--- config.mk ---
export PLATFORM = sky130hd
export DESIGN_NAME = axi4s_pkt_rr_arb
export DESIGN_NICKNAME = d
export VERILOG_FILES = /design/src/rtl/axi4s_pkt_rr_arb.sv
export SDC_FILE = /design/constraint.sdc
export NUM_CORES = 1
export LEC_CHECK = 0
export ABC_AREA = 1
export BUFFER_PORTS_ARGS = -buffer_cell sky130_fd_sc_hd__buf_2
export CAP_MARGIN = 25
export CORE_AREA = 5 5 145 147
export DETAILED_ROUTE_END_ITERATION = 16
export DIE_AREA = 0 0 150 152
export GPL_ROUTABILITY_DRIVEN = 0
export PLACE_DENSITY_LB_ADDON = 0.15
export RECOVER_POWER = 100
export SETUP_SLACK_MARGIN = 0.15
export SYNTH_ARGS = -nofsm -noshare
export SYNTH_HDL_FRONTEND = slang
export SYNTH_SLANG_ARGS = --single-unit
--- constraint.sdc ---
create_clock -name clk -period 3.95 [get_ports clk]
set_input_delay 0.79 -clock clk [delete_from_list [all_inputs] [get_ports clk]]
set_output_delay 0.79 -clock clk [all_outputs]
set_load 0.02 [all_outputs]
--- src/rtl/axi4s_pkt_rr_arb.sv ---
// Packet-level round-robin arbiter for {error,numbytes}-tagged AXI4-Stream ports.
// A grant is held from the first word through tlast; the output stage is registered.
module axi4s_pkt_rr_arb #(
    parameter int NUM_PORTS  = 4,
    parameter int DATA_WIDTH = 64,
    parameter int USER_WIDTH = $clog2(DATA_WIDTH/8)+1,
    parameter int SRC_W      = $clog2(NUM_PORTS)
) (
    input  logic                             clk,
    input  logic                             rst,
    input  logic [NUM_PORTS-1:0]             port_en,
    input  logic [NUM_PORTS*DATA_WIDTH-1:0]  i_tdata,
    input  logic [NUM_PORTS*USER_WIDTH-1:0]  i_tuser,
    input  logic [NUM_PORTS-1:0]             i_tlast,
    input  logic [NUM_PORTS-1:0]             i_tvalid,
    output logic [NUM_PORTS-1:0]             i_tready,
    output logic [DATA_WIDTH-1:0]            o_tdata,
    output logic [USER_WIDTH-1:0]            o_tuser,
    output logic                             o_tlast,
    output logic                             o_tvalid,
    input  logic                             o_tready,
    output logic [SRC_W-1:0]                 o_src,
    output logic [15:0]                      err_cnt
);

    typedef enum logic {ST_IDLE, ST_PASS} state_t;

    state_t                 state;
    logic [SRC_W-1:0]       grant;
    logic [SRC_W-1:0]       last_grant;
    logic [SRC_W-1:0]       sel_idx;
    logic [SRC_W-1:0]       cand;
    logic                   sel_found;
    logic [NUM_PORTS-1:0]   req;
    logic                   out_free;
    logic                   accept;
    logic [DATA_WIDTH-1:0]  g_tdata;
    logic [USER_WIDTH-1:0]  g_tuser;
    logic                   g_tlast;
    logic                   g_tvalid;
    logic [15:0]            err_q;

    assign req      = i_tvalid & port_en;
    assign out_free = !o_tvalid || o_tready;
    assign accept   = (state == ST_PASS) && g_tvalid && out_free;
    assign err_cnt  = err_q;

    // Rotating search starting one past the last port that finished a packet.
    always_comb begin
        sel_found = 1'b0;
        sel_idx   = '0;
        cand      = last_grant;
        for (int i = 0; i < NUM_PORTS; i++) begin
            cand = (cand == SRC_W'(NUM_PORTS-1)) ? '0 : cand + 1'b1;
            if (!sel_found && req[cand]) begin
                sel_found = 1'b1;
                sel_idx   = cand;
            end
        end
    end

    always_comb begin
        g_tdata  = '0;
        g_tuser  = '0;
        g_tlast  = 1'b0;
        g_tvalid = 1'b0;
        for (int k = 0; k < NUM_PORTS; k++) begin
            if (grant == SRC_W'(k)) begin
                g_tdata  = i_tdata[k*DATA_WIDTH +: DATA_WIDTH];
                g_tuser  = i_tuser[k*USER_WIDTH +: USER_WIDTH];
                g_tlast  = i_tlast[k];
                g_tvalid = i_tvalid[k];
            end
        end
    end

    // Ready never looks at tvalid, only at registered state and downstream ready.
    always_comb begin
        i_tready = '0;
        if (state == ST_PASS) begin
            i_tready[grant] = out_free;
        end
    end

    always_ff @(posedge clk or posedge rst) begin
        if (rst) begin
            state      <= ST_IDLE;
            grant      <= '0;
            last_grant <= SRC_W'(NUM_PORTS-1);
            o_tdata    <= '0;
            o_tuser    <= '0;
            o_tlast    <= 1'b0;
            o_tvalid   <= 1'b0;
            o_src      <= '0;
            err_q      <= '0;
        end else begin
            case (state)
                ST_IDLE: begin
                    if (sel_found) begin
                        grant <= sel_idx;
                        state <= ST_PASS;
                    end
                end
                ST_PASS: begin
                    if (accept && g_tlast) begin
                        last_grant <= grant;
                        state      <= ST_IDLE;
                    end
                end
                default: state <= ST_IDLE;
            endcase

            if (accept) begin
                o_tdata  <= g_tdata;
                o_tuser  <= g_tuser;
                o_tlast  <= g_tlast;
                o_tvalid <= 1'b1;
                o_src    <= grant;
            end else if (o_tready) begin
                o_tvalid <= 1'b0;
            end

            if (accept && g_tlast && g_tuser[USER_WIDTH-1] && (err_q != 16'hFFFF)) begin
                err_q <= err_q + 16'd1;
            end
        end
    end

endmodule

==> results.md, run 1 <==
Synthesis:
- Sorting the synthesized cells by how often they occur yields nand2_1, nand3_1, dfrtp_1.
- The flip-flop and latch count after synthesis is 93.
- The number of different library cells in the post-synthesis netlist is 32.
- During synthesis, Yosys emitted a total of 0 warnings.
- The mean post-synth cell area is 6.933 um2.
- The most used flip-flop cell after synthesis is dfrtp_1.
- Of the post-synthesis cell area, the dominant cell type holds 39.15%.
- The proportion of synthesized flip-flops having asynchronous set or reset is 100.0%.
- The cell type with the largest total area after synthesis is dfrtp_1.
- In this run, synthesis inferred 0 flip-flops with an integrated enable.
- The cell with the most instances after synthesis is nand2_1.
- The net count after synthesis is 1128.
- The gate count of the mapped netlist is 839.
- Summing the sequential cell areas from Yosys gives 40.05% of the chip area.
- By area the synthesized netlist is led by dfrtp_1, nand2_1, nand3_1, a21oi_1, o21ai_1.
- The cell area after technology mapping is 0.005817 mm2.

Final layout:
- Relative to the synthesized area, the layout overhead comes to 36.76%.
- Summing all flip-flop and latch instances after layout gives 0.002330 mm2.
- The final core utilization is 40.22%.
- The post-route netlist has 27.36% of its cells at a drive strength greater than 1.
- The net count of the finished layout is 1468.
- The final-layout fill cell count is 2251.
- In the final layout, the multi-input gates occupy 0.003072 mm2.

Critical path:
- The critical path's slowest cell is clkbuf_2.
- STA puts the critical path data required time at 4200 ps.
- The data arrival time of the critical path is 3390 ps.
- The worst setup path is launched from a register.
- Grouping stages by cell kind, the critical path spends the most delay in simple AND/OR/NAND/NOR gates.
- The reg-to-reg critical path startpoint is grant[1].
- The number of buffers and inverters on the critical path is 2.
- The critical path goes through inv_6 > nor2_4 > clkbuf_2 > nand2_1 > nand3_1 > o21ai_0 > nor2_4 > nand2_2 > o21ai_0.
- The capture point of the worst reg-to-reg path is err_cnt[15].
- The maximum fanout along the worst path is 72.
- The worst setup path is of the reg -> reg kind.
- Across all register-to-register paths, the minimum setup slack is 810 ps.
- For this run, the slowest stage of the critical path takes 610 ps.
- The nature of the critical path endpoint is a register.
- The number of cells on the worst reg-to-reg path is 9.

Route:
- The via density per instance is 4.790.
- The routed wirelength normalized by instance count is 16.49 um.
- The detail route stage leaves a number of antenna-violating nets equal to 0.
- The total length of routed wires is 24010 um.
- The routed layout has 6974 vias.
- The DRC violation total after the first TritonRoute iteration is 374.
- The number of search-and-repair iterations in the first detailed-routing pass is 4.
- The number of design rule violations left after detail routing is 0.

Floorplanning:
- In this run the core area contains 52 standard-cell rows.
- In this run the vertical extent of the chip is 152 um.
- The initial utilization of the core area, before any placement, comes to 29.41%.
- The top-level I/O count is 379.
- The placeable core region is 0.01978 mm2.
- The die is 150 um wide.
- The die covers 0.02280 mm2.

Worst hold path:
- The worst hold path begins at o_tdata[35].
- The worst hold path belongs to the class reg -> reg.
- The capture endpoint of the worst hold path is o_tdata[35].
- The worst hold path was traced through 2 stages.

Timing:
- Across all hold checks on the routed design, the worst slack comes to 482.4 ps.
- The final total negative setup slack is 0 ps.
- The worst-margin pin slew is 1915 ps.
- Setup repair after global routing left no endpoint under its margin.
- The number of slew-limit violations in the final report was 43.
- The total setup violations reported at the end of the flow is 0.
- The timing-limited maximum frequency is 0.3184 GHz.
- The count of endpoints failing hold in the final timing report is 0.
- The worst path uses 79.51% of the clock period.
- The final critical delay including setup and external delays is 3141 ps.
- In this run the tightest slew margin relative to its limit is -28.35%.
- The setup clock skew after layout is 7.232 ps.

Global route:
- The total overflow left after global routing is 0.
- The initial antenna violation count is 3.
- The first global-routing pass estimated 36670 um of wire.
- The total routing resource utilization after global routing is 20.11%.
- Entering global routing, the biggest net connects 143 pins.
- The via count of the first global-routing pass came to 6633.

Clocking:
- The maximum root-to-sink buffer count is 2.
- The clock root buffer is clkbuf_16.
- Clock-pin slew was measured on the worst setup and hold paths at 70 ps.
- The TritonCTS clock tree is built.
- The clock tree synthesis step divided the H-tree into 3 levels.
- The post-CTS repair timing setup buffer count is 0.
- Buffers inserted to repair hold after CTS numbered 0.
- For this design, the sink count on the clock tree is 93.
- The number of clock buffers inserted by TritonCTS is 9.
- The later pin in the worst-skew pair is clocked with a latency of 340 ps.
- After clock tree synthesis, the repair step resized 0 gates.

Pwr:
- The cell area power density is 720.9 mW/mm2.
- The worst-case IR drop observed on VDD is 0.9686 mV.
- The analysis attributes to cell leakage a power of 0.004014 uW.

Flow run:
- The number of max-cap violations is 1.

Placement:
- During placement, the flow inserted port buffers numbering 378.
- The placed wire-length estimate is 18320 um.

Status:
- The final reports fail on max-capacitance violations, max-slew violations.
- The flow ran to the end, but the final reports show violations.
## worst min-delay path: cells and delay by family (launching register included)
| family | cells | cell delay [ps] |
|---|---|---|
| flip-flops | 1 | 340 |
| AO/OA/AOI/OAI | 1 | 60 |
| AND/OR/NAND/NOR | 1 | 50 |
## cell families (layout without fill, tap and decap cells)
group	after synthesis	after routing	synth area share, %
flops	93	93	40.05
compound gates	153	153	13.94
buf+inv	82	427	6.861
xor+xnor	14	14	2.108
simple gates	495	495	36.61
other cells	0	2	0
fa+ha+maj	2	2	0.4301
## flip-flops by register name, indices dropped and copies added, names as in the netlist
register	cells
o_tlast	1
o_tuser	4
o_tvalid	1
last_grant	2
o_tdata	64
o_src	2
grant	2
err_cnt	16
state	1
## layout make-up
type	instances	area share, %
repair buffers	386	23.04
clock buffers	11	3.051
inverters	25	1.258
diodes	2	0.06291
clock inverters	5	0.4404
well taps	270	4.247
multi-input cells	664	38.61
flip-flops and latches	93	29.29
## per-stage QoR
step                      setup slack, ps  area, um2  power [uW]  std cells
after floorplan                     743.0       5817        4042        839
after global routing                396.5       7955        6273       1456
final                               809.2       7955        5735       1456
after global placement               1125       7835        5142       1438
after detailed placement             1079       7835        5158       1438
after CTS                            1072       8113        6007       1454
## cells in the final DEF (no fill, tap or decap), drive strengths merged
cell type	count
nand2	302
buf	292
nand3	159
clkbuf	105
dfrtp	91
o21ai	82
a21oi	61
inv	25
nor2	23
a221oi	10
xnor2	10
nor3	6
xor2	4
clkinv	3
diode	2
nand4	2
ha	2
or2	2
clkinvlp	2
dfstp	2
and2	1
## worst max path at each step
| stage | startpoint | to | slack (ps) | cells past startpoint |
|---|---|---|---|---|
| global placement | grant[1] | err_cnt[15] | 1120 | 10 |
| floorplan | rst | err_cnt[0] | 740 | 1 |
| CTS | grant[1] | err_cnt[15] | 1070 | 10 |
| global route | grant[1] | err_cnt[15] | 400 | 9 |
| finish | grant[1] | err_cnt[15] | 810 | 9 |
| detailed placement | grant[1] | err_cnt[15] | 1080 | 10 |
## layer usage
metal	vias to the layer above	share of wire (%)	wire [um]	GRT usage (%)
li1	3484	-	-	-
met1	3156	42	10040	25.74
met2	290	48	11420	33.09
met3	42	7.8	1874	4.528
met4	2	2.8	663	7.407
met5	-	0.054	13	0
## report_power, final
| group | internal [uW] | switching [uW] | total [uW] |
|---|---|---|---|
| Combinational | 961 | 2340 | 3300 |
| Clock | 446 | 369 | 815 |
| Sequential | 1360 | 259 | 1620 |
Note: power is estimated with default switching activity, not from simulation.
==> run 2: changes to the inputs <==
- clock period: 3.95 -> 3 ns (I/O delays scaled with it)
==> run 2 against run 1 <==
Effect of this change: sequential power rose by 31%; sequential share of layout area down 0.14 points; non-clock buffer count increased by 3; critical path depth is 1 lower; the flow now finishes without violations; register-to-register slack worse by 300 ps; largest power group unchanged.
==> results.md, run 2 (synthesis results as in run 1) <==
Clocking:
- The clock latency on the worst-skew pair is 340 ps (about the same).
- The register clock-pin slew on the reported worst setup and hold paths is 80 ps (about the same).
- The post-CTS repair timing setup buffer count is 0 (unchanged).
- The number of clock buffers inserted by TritonCTS is 9 (unchanged).
- The maximum level of the CTS H-tree is 3 (unchanged).
- The cts-stage hold buffer count is 0 (unchanged).
- The number of instances resized during post-cts repair came to 0 (unchanged).
- The total number of clock tree sinks is 93 (unchanged).
- The clock root buffer is clkbuf_16.
- The TritonCTS clock tree is built.
- The maximum root-to-sink buffer count is 2 (unchanged).

Timing:
- The total setup violations reported at the end of the flow was 0 (unchanged).
- The final critical delay including setup and external delays was 2486 ps (-654.6 ps).
- The share of the cycle needed by the critical path after routing was 82.87% (+3.4 points).
- The final worst setup slack came to 513.8 ps (-295.4 ps).
- The setup clock skew after layout is 11.36 ps (+4.131 ps).
- The timing-limited maximum frequency is 0.4022 GHz (+26%).
- The number of slew-limit violations in the final report was 0 (-100%).
- The worst-margin pin slew is 1265 ps (-649.8 ps).
- The worst slew margin relative to its limit is 15.67% (+44 points).
- Setup repair after global routing left no endpoint under its margin.
- The final total negative setup slack was 0 ps (unchanged).
- The count of endpoints failing hold in the final timing report is 0 (unchanged).

Pwr:
- The net switching power came to 3974 uW (+34%).
- The proportion of power drawn by the clock network is 14.8% (+0.6 points).
- The standby leakage power is 0.004028 uW (+0.36%).
- The fraction of power spent switching nets was 52.02% (+0.26 points).
- The maximum resistive drop on vdd is 0.6479 mV (-33%).
- The part of the power in registers is 27.9% (-0.3 points).
- The internal power summed over all cells came to 3665 uW (+32%).
- The cell area power density is 955.2 mW/mm2 (+33%).
- The logic gate share of total power came to 57.3% (-0.3 points).

Floorplanning:
- The initial cell density of the core is 29.41% (unchanged).
- The vertical die dimension was 152 um (unchanged).
- The top-level I/O count is 379 (unchanged).
- The horizontal die dimension is 150 um (unchanged).
- The placeable core region is 0.01978 mm2 (unchanged).
- The area enclosed by the die boundary is 0.02280 mm2 (unchanged).
- The row count was 52 (unchanged).

Final layout:
- The number of flip-flops in the largest register came to 64 (unchanged).
- The final core utilization is 40.43% (+0.21 points).
- The most frequent standard cell in the layout excluding fill and tap cells is nand2_1.
- From synthesis to final layout, the design area changed by 37.47%.
- The library cells used most frequently in the layout, excluding fill and tap cells, are nand2_1, buf_2, nand3_1.
- The fraction of final layout cells sized beyond drive strength 1 is 27.72% (+0.35 points).
- The net count of the finished layout came to 1471 (+0.20%).
- Ranked by flip-flop count, first place goes to o_tdata.
- The number of standard cells in the layout, taps in and fillers out is 1459 (+0.21%).

Worst hold path:
- The launch point of the worst hold path is o_tdata[6].
- The cell depth of the worst min-delay path came to 2 (unchanged).
- The path class of the lowest-slack min-delay path is reg -> reg.
- The capture endpoint of the worst hold path is o_tdata[6].

Global route:
- The wire length of the first global-routing pass came to 37450 um (+2.1%).
- The via count of the first global-routing pass is 6682 (+0.74%).
- The sum of overflow across all layers after global routing was 0 (unchanged).
- The initial antenna violation count is 3 (unchanged).
- The maximum number of pins on one net before global-route repair came to 143 (unchanged).
- The total routing resource utilization after global routing is 20.75% (+0.64 points).

Placement:
- The placed wire-length estimate is 18820 um (+2.7%).
- The number of placed instances, taps included came to 1441 (+0.21%).
- The worst setup slack after placement is 542.9 ps (-536.0 ps).
- The number of buffer cells added on primary ports is 378 (unchanged).

Critical path:
- The worst register-to-register path begins at grant[1].
- The startpoint type of the worst setup path is a register.
- The cell depth of the worst flop-to-flop path was 8 (-1).
- The endpoint identified for the worst register-to-register timing path is o_tdata[12].
- The maximum fanout along the worst path is 142 (+97%).
- The setup slack on the worst flop-to-flop path is 510 ps (-300 ps).
- The data arrival time of the critical path came to 2660 ps (-730 ps).
- The nature of the critical path endpoint is a register.
- Walking the worst path, the cells encountered are inv_6 > nor2_4 > nand2_1 > nand3_1 > nand2_1 > nand3_1 > buf_6 > o21ai_0.
- The critical path's slowest cell is buf_6.
- The required time at the endpoint of the critical path is 3170 ps (-1030 ps).
- The highest cell delay on the worst timing path is 660 ps (+50 ps).
- The worst setup path is of the reg -> reg kind.

Route:
- The overall via count from detail_route is 7018 (+0.63%).
- The count of nets left with antenna violations after detail routing is 0 (unchanged).
- The total length of routed wires is 24850 um (+3.5%).
- The routed wirelength normalized by instance count is 17.03 um (+3.3%).
- The number of design rule violations left after detail routing is 0 (unchanged).
- The DRC violation total after the first TritonRoute iteration came to 373 (-0.27%).
- The number of search-and-repair iterations in the first detailed-routing pass is 5 (+1).
- The via density per instance is 4.810 (+0.42%).

Flow run:
- The number of max-cap violations is 0 (-1).

Status:
- The run finished with clean final reports.
## run 2: cell count changes in the layout (fill, tap and decap cells not counted), sizes merged
cell    change
buf         +3
inv         +2
clkbuf      -1
clkinv      -1
## run 2: per-stage QoR
stage                     hold WS [ps]  area, um2  power [uW]
after floorplan                  467.6       5821        5323
final                            484.0       7996        7639
after detailed placement         465.9       7859        6816
after global placement           460.7       7859        6783
after CTS                        320.4       8152        7997
after global routing             508.2       7996        8358
## run 2: metal layers
metal,GRT usage (%),share of wire [%],vias up
li1,-,-,3488
met1,25.21,40,3219
met2,36.31,50,283
met3,5.243,8.6,26
met4,5.577,1.7,2
met5,0,0.080,-
## run 2: area by class of cell
cell class,count,area (um2)
flip-flops and latches,93,2331
fillers,2242,11780
clock buffers,10,239.0
inverters,25,100.1
well taps,270,337.8
multi-input cells,664,3072
diodes,2,5.005
repair buffers,389,1858
clock inverters,6,53.80
## run 2: worst max path at each step
stage          cells after the start  startpoint           to  slack (ps)
2_1_floorplan                      4    grant[0]  i_tready[0]        1020
3_3_place_gp                       9    grant[1]  err_cnt[15]         660
3_5_place_dp                       9    grant[1]  err_cnt[15]         540
4_1_cts                            9    grant[1]  err_cnt[15]         530
5_1_grt                            8    grant[1]   err_cnt[2]         250
6_report                           8    grant[1]  o_tdata[12]         510
## run 2: critical path: cells and delay by family, from the launching register on
kind                   cells  cell delay, ps
buffers and inverters      2             870
and+or+nand+nor            5             530
DFF                        1             600
AOI/OAI and AO/OA          1             210
## run 2: power groups by stage
stage               clock, uW  sequential, uW  combinational (uW)
global route             1230            2200                4930
finish                   1130            2130                4380
global placement            0            2120                4660
detailed placement          0            2140                4680
floorplan                   0            2640                2680
CTS                      1180            2120                4700
==> run 3: changes to the inputs <==
- clock period: 3 -> 2.5 ns (I/O delays scaled with it)
==> run 3 against run 2 <==
Effect of this change: routed wire length increased by 0.70%; final area increased by 2.3%; clock power is 33% higher; non-clock buffer count grew 13; combinational power up 26%; final cell count is 0.89% higher; critical path depth is 2 higher; via count increased by 0.28%; hold slack got worse by 240 ps; maximum frequency rose by 14%; clock skew decreased by 4.6 ps; global-route usage down 0.18 points; critical path type unchanged.
==> results.md, run 3 (synthesis results as in run 1) <==
Status:
- The run finished with clean final reports.

Timing:
- The final critical delay including setup and external delays is 2187 ps (-299.1 ps).
- The final worst setup slack came to 312.8 ps (-200.9 ps).
- The worst slew margin relative to its limit is 30.77% (+15 points).
- The worst-margin pin slew is 1038 ps (-226.5 ps).
- The setup clock skew after layout came to 6.770 ps (-4.594 ps).
- The number of slew-limit violations in the final report was 0 (unchanged).
- The total setup violations reported at the end of the flow is 0 (unchanged).
- The share of the cycle needed by the critical path after routing is 87.49% (+4.6 points).
- Setup repair after global routing left no endpoint under its margin.
- The final total negative setup slack is 0 ps (unchanged).
- The count of endpoints failing hold in the final timing report is 0 (unchanged).
- The timing-limited maximum frequency came to 0.4572 GHz (+14%).

Critical path:
- The startpoint type of the worst setup path is a register.
- The source of the critical timing path is grant[1].
- In this run the critical register-to-register path is launched from grant[1].
- The nature of the critical path endpoint is a register.
- The maximum fanout along the worst path is 28 (-80%).
- The setup slack on the worst flop-to-flop path is 310 ps (-200 ps).
- The data arrival time of the critical path is 2410 ps (-250 ps).
- The startpoint-to-endpoint class of the critical path is reg -> reg.
- The required time at the endpoint of the critical path is 2720 ps (-450 ps).

Final layout:
- The fraction of final layout cells sized beyond drive strength 1 is 28.56% (+0.84 points).
- More flip-flops sit in one register than any other, and that register is o_tdata.
- The number of flip-flops in the largest register is 64 (unchanged).
- From synthesis to final layout, the design area changed by 40.65%.
- The most frequent standard cell in the layout excluding fill and tap cells is nand2_1.
- In the layout the commonest cells are nand2_1, buf_2, nand3_1.
- The net count of the finished layout came to 1485 (+0.95%).

Floorplanning:
- The row count is 52 (unchanged).
- The horizontal die dimension is 150 um (unchanged).
- The placeable core region is 0.01978 mm2 (unchanged).
- The initial cell density of the core is 29.41% (unchanged).
- The top-level I/O count is 379 (unchanged).
- The area enclosed by the die boundary is 0.02280 mm2 (unchanged).
- The vertical die dimension was 152 um (unchanged).

Clocking:
- The clock root buffer is clkbuf_16.
- The number of clock buffers inserted by TritonCTS is 9 (unchanged).
- The maximum root-to-sink buffer count is 2 (unchanged).
- The clock latency on the worst-skew pair was 350 ps (about the same).
- The register clock-pin slew on the reported worst setup and hold paths is 70 ps (about the same).
- The maximum level of the CTS H-tree came to 3 (unchanged).
- The total number of clock tree sinks came to 93 (unchanged).
- TritonCTS built the clock tree.
- The cts-stage hold buffer count was 0 (unchanged).

Global route:
- The total routing resource utilization after global routing was 20.57% (-0.18 points).
- The via count of the first global-routing pass came to 6665 (-0.25%).
- The initial antenna violation count is 1 (-2).
- The maximum number of pins on one net before global-route repair is 59 (-59%).
- The wire length of the first global-routing pass was 36930 um (-1.4%).
- The sum of overflow across all layers after global routing is 0 (unchanged).

Placement:
- The worst setup slack after placement is 250.0 ps (-292.9 ps).
- The placed wire-length estimate is 19480 um (+3.5%).
- The number of buffer cells added on primary ports is 378 (unchanged).

Flow run:
- The number of max-cap violations was 0 (unchanged).

Pwr:
- The maximum resistive drop on vdd is 0.5044 mV (-22%).
- The standby leakage power is 0.004127 uW (+2.5%).
- The cell area power density came to 1171 mW/mm2 (+23%).

Route:
- The total length of routed wires is 25030 um (+0.70%).
- The via density per instance is 4.781 (-0.60%).
- The number of design rule violations left after detail routing came to 0 (unchanged).
- The number of search-and-repair iterations in the first detailed-routing pass is 4 (-1).
- The routed wirelength normalized by instance count is 17.00 um (-0.19%).
- The count of nets left with antenna violations after detail routing is 0 (unchanged).
- The DRC violation total after the first TritonRoute iteration is 394 (+5.6%).
- The overall via count from detail_route came to 7038 (+0.28%).

Worst hold path:
- The path class of the lowest-slack min-delay path is in -> async.
==> run 3: changes by cell type in the layout (fill, tap and decap cells not counted), sizes merged <==
| cell | change |
|---|---|
| clkbuf | +1 |
| clkinv | +1 |
| nand3 | +1 |
| buf | +12 |
| inv | -3 |
| diode | -1 |
| bufinv | +2 |
==> run 3: critical path, cell delays in order (launching register included) <==
cell	delay [ps]
dfrtp_1	600
inv_6	100
nor2_4	130
buf_4	340
nand2_1	90
nand3_1	80
o21ai_1	90
nor2_4	170
nand2_2	250
nand2_1	120
o21ai_0	80
==> run 3: final cells by class <==
class                      count  area, um2
antenna                        1      2.502
clock buffer                  10      239.0
clock inverter                 6      86.33
fill                        2195      11600
inverter                      25      100.1
multi-input combinational    665       3092
sequential                    93       2331
tap                          270      337.8
timing repair buffer         402       1993
==> run 3: final timing paths <==
| kind | end | depth (start not counted) |
|---|---|---|
| worst max register to register | err_cnt[15] | 10 |
| worst max-delay path | err_cnt[15] | 10 |
| worst min register to register | o_tdata[13] | 2 |
| worst min-delay path | err_cnt[15] | 2 |
| max in group asynchronous | grant[0] | 3 |
| min in group clk | o_tdata[6] | 3 |
==> run 3: where the power goes <==
group | internal (uW) | leakage, uW | switching [uW]
sequential | 2150 | 0.00118 | 418
clock | 902 | 0.000158 | 596
combinational | 1720 | 0.00279 | 3790
total | 4770 | 0.00413 | 4810
==> run 3: routing by layer <==
| metal | track usage, % | share of wire, % | vias up |
|---|---|---|---|
| li1 | - | - | 3515 |
| met5 | 0 | 0 | - |
| met4 | 6.623 | 2.5 | 0 |
| met3 | 5.481 | 8.9 | 36 |
| met2 | 35.15 | 49 | 286 |
| met1 | 25.08 | 40 | 3201 |
==> run 3: per-stage QoR <==
stage          instances  util (%)  area (um2)  power [uW]  hold WS (ps)
5_1_grt             1472     41.37        8182       10450         295.8
2_1_floorplan        839         -        5821        6387         467.6
4_1_cts             1466     41.97        8302        9890         157.0
6_report            1472     41.37        8182        9579         240.9
3_3_place_gp        1450     40.33        7976        8317         465.5
3_5_place_dp        1450     40.33        7976        8339         461.0
==> run 3: timing repair <==
| item | in CTS | in global routing |
|---|---|---|
| endpoints found under the setup margin | 0 | 17 |
| setup buffers | 0 | 4 |
| hold endpoints to repair | 0 | 0 |
| resized for setup | 0 | 2 |
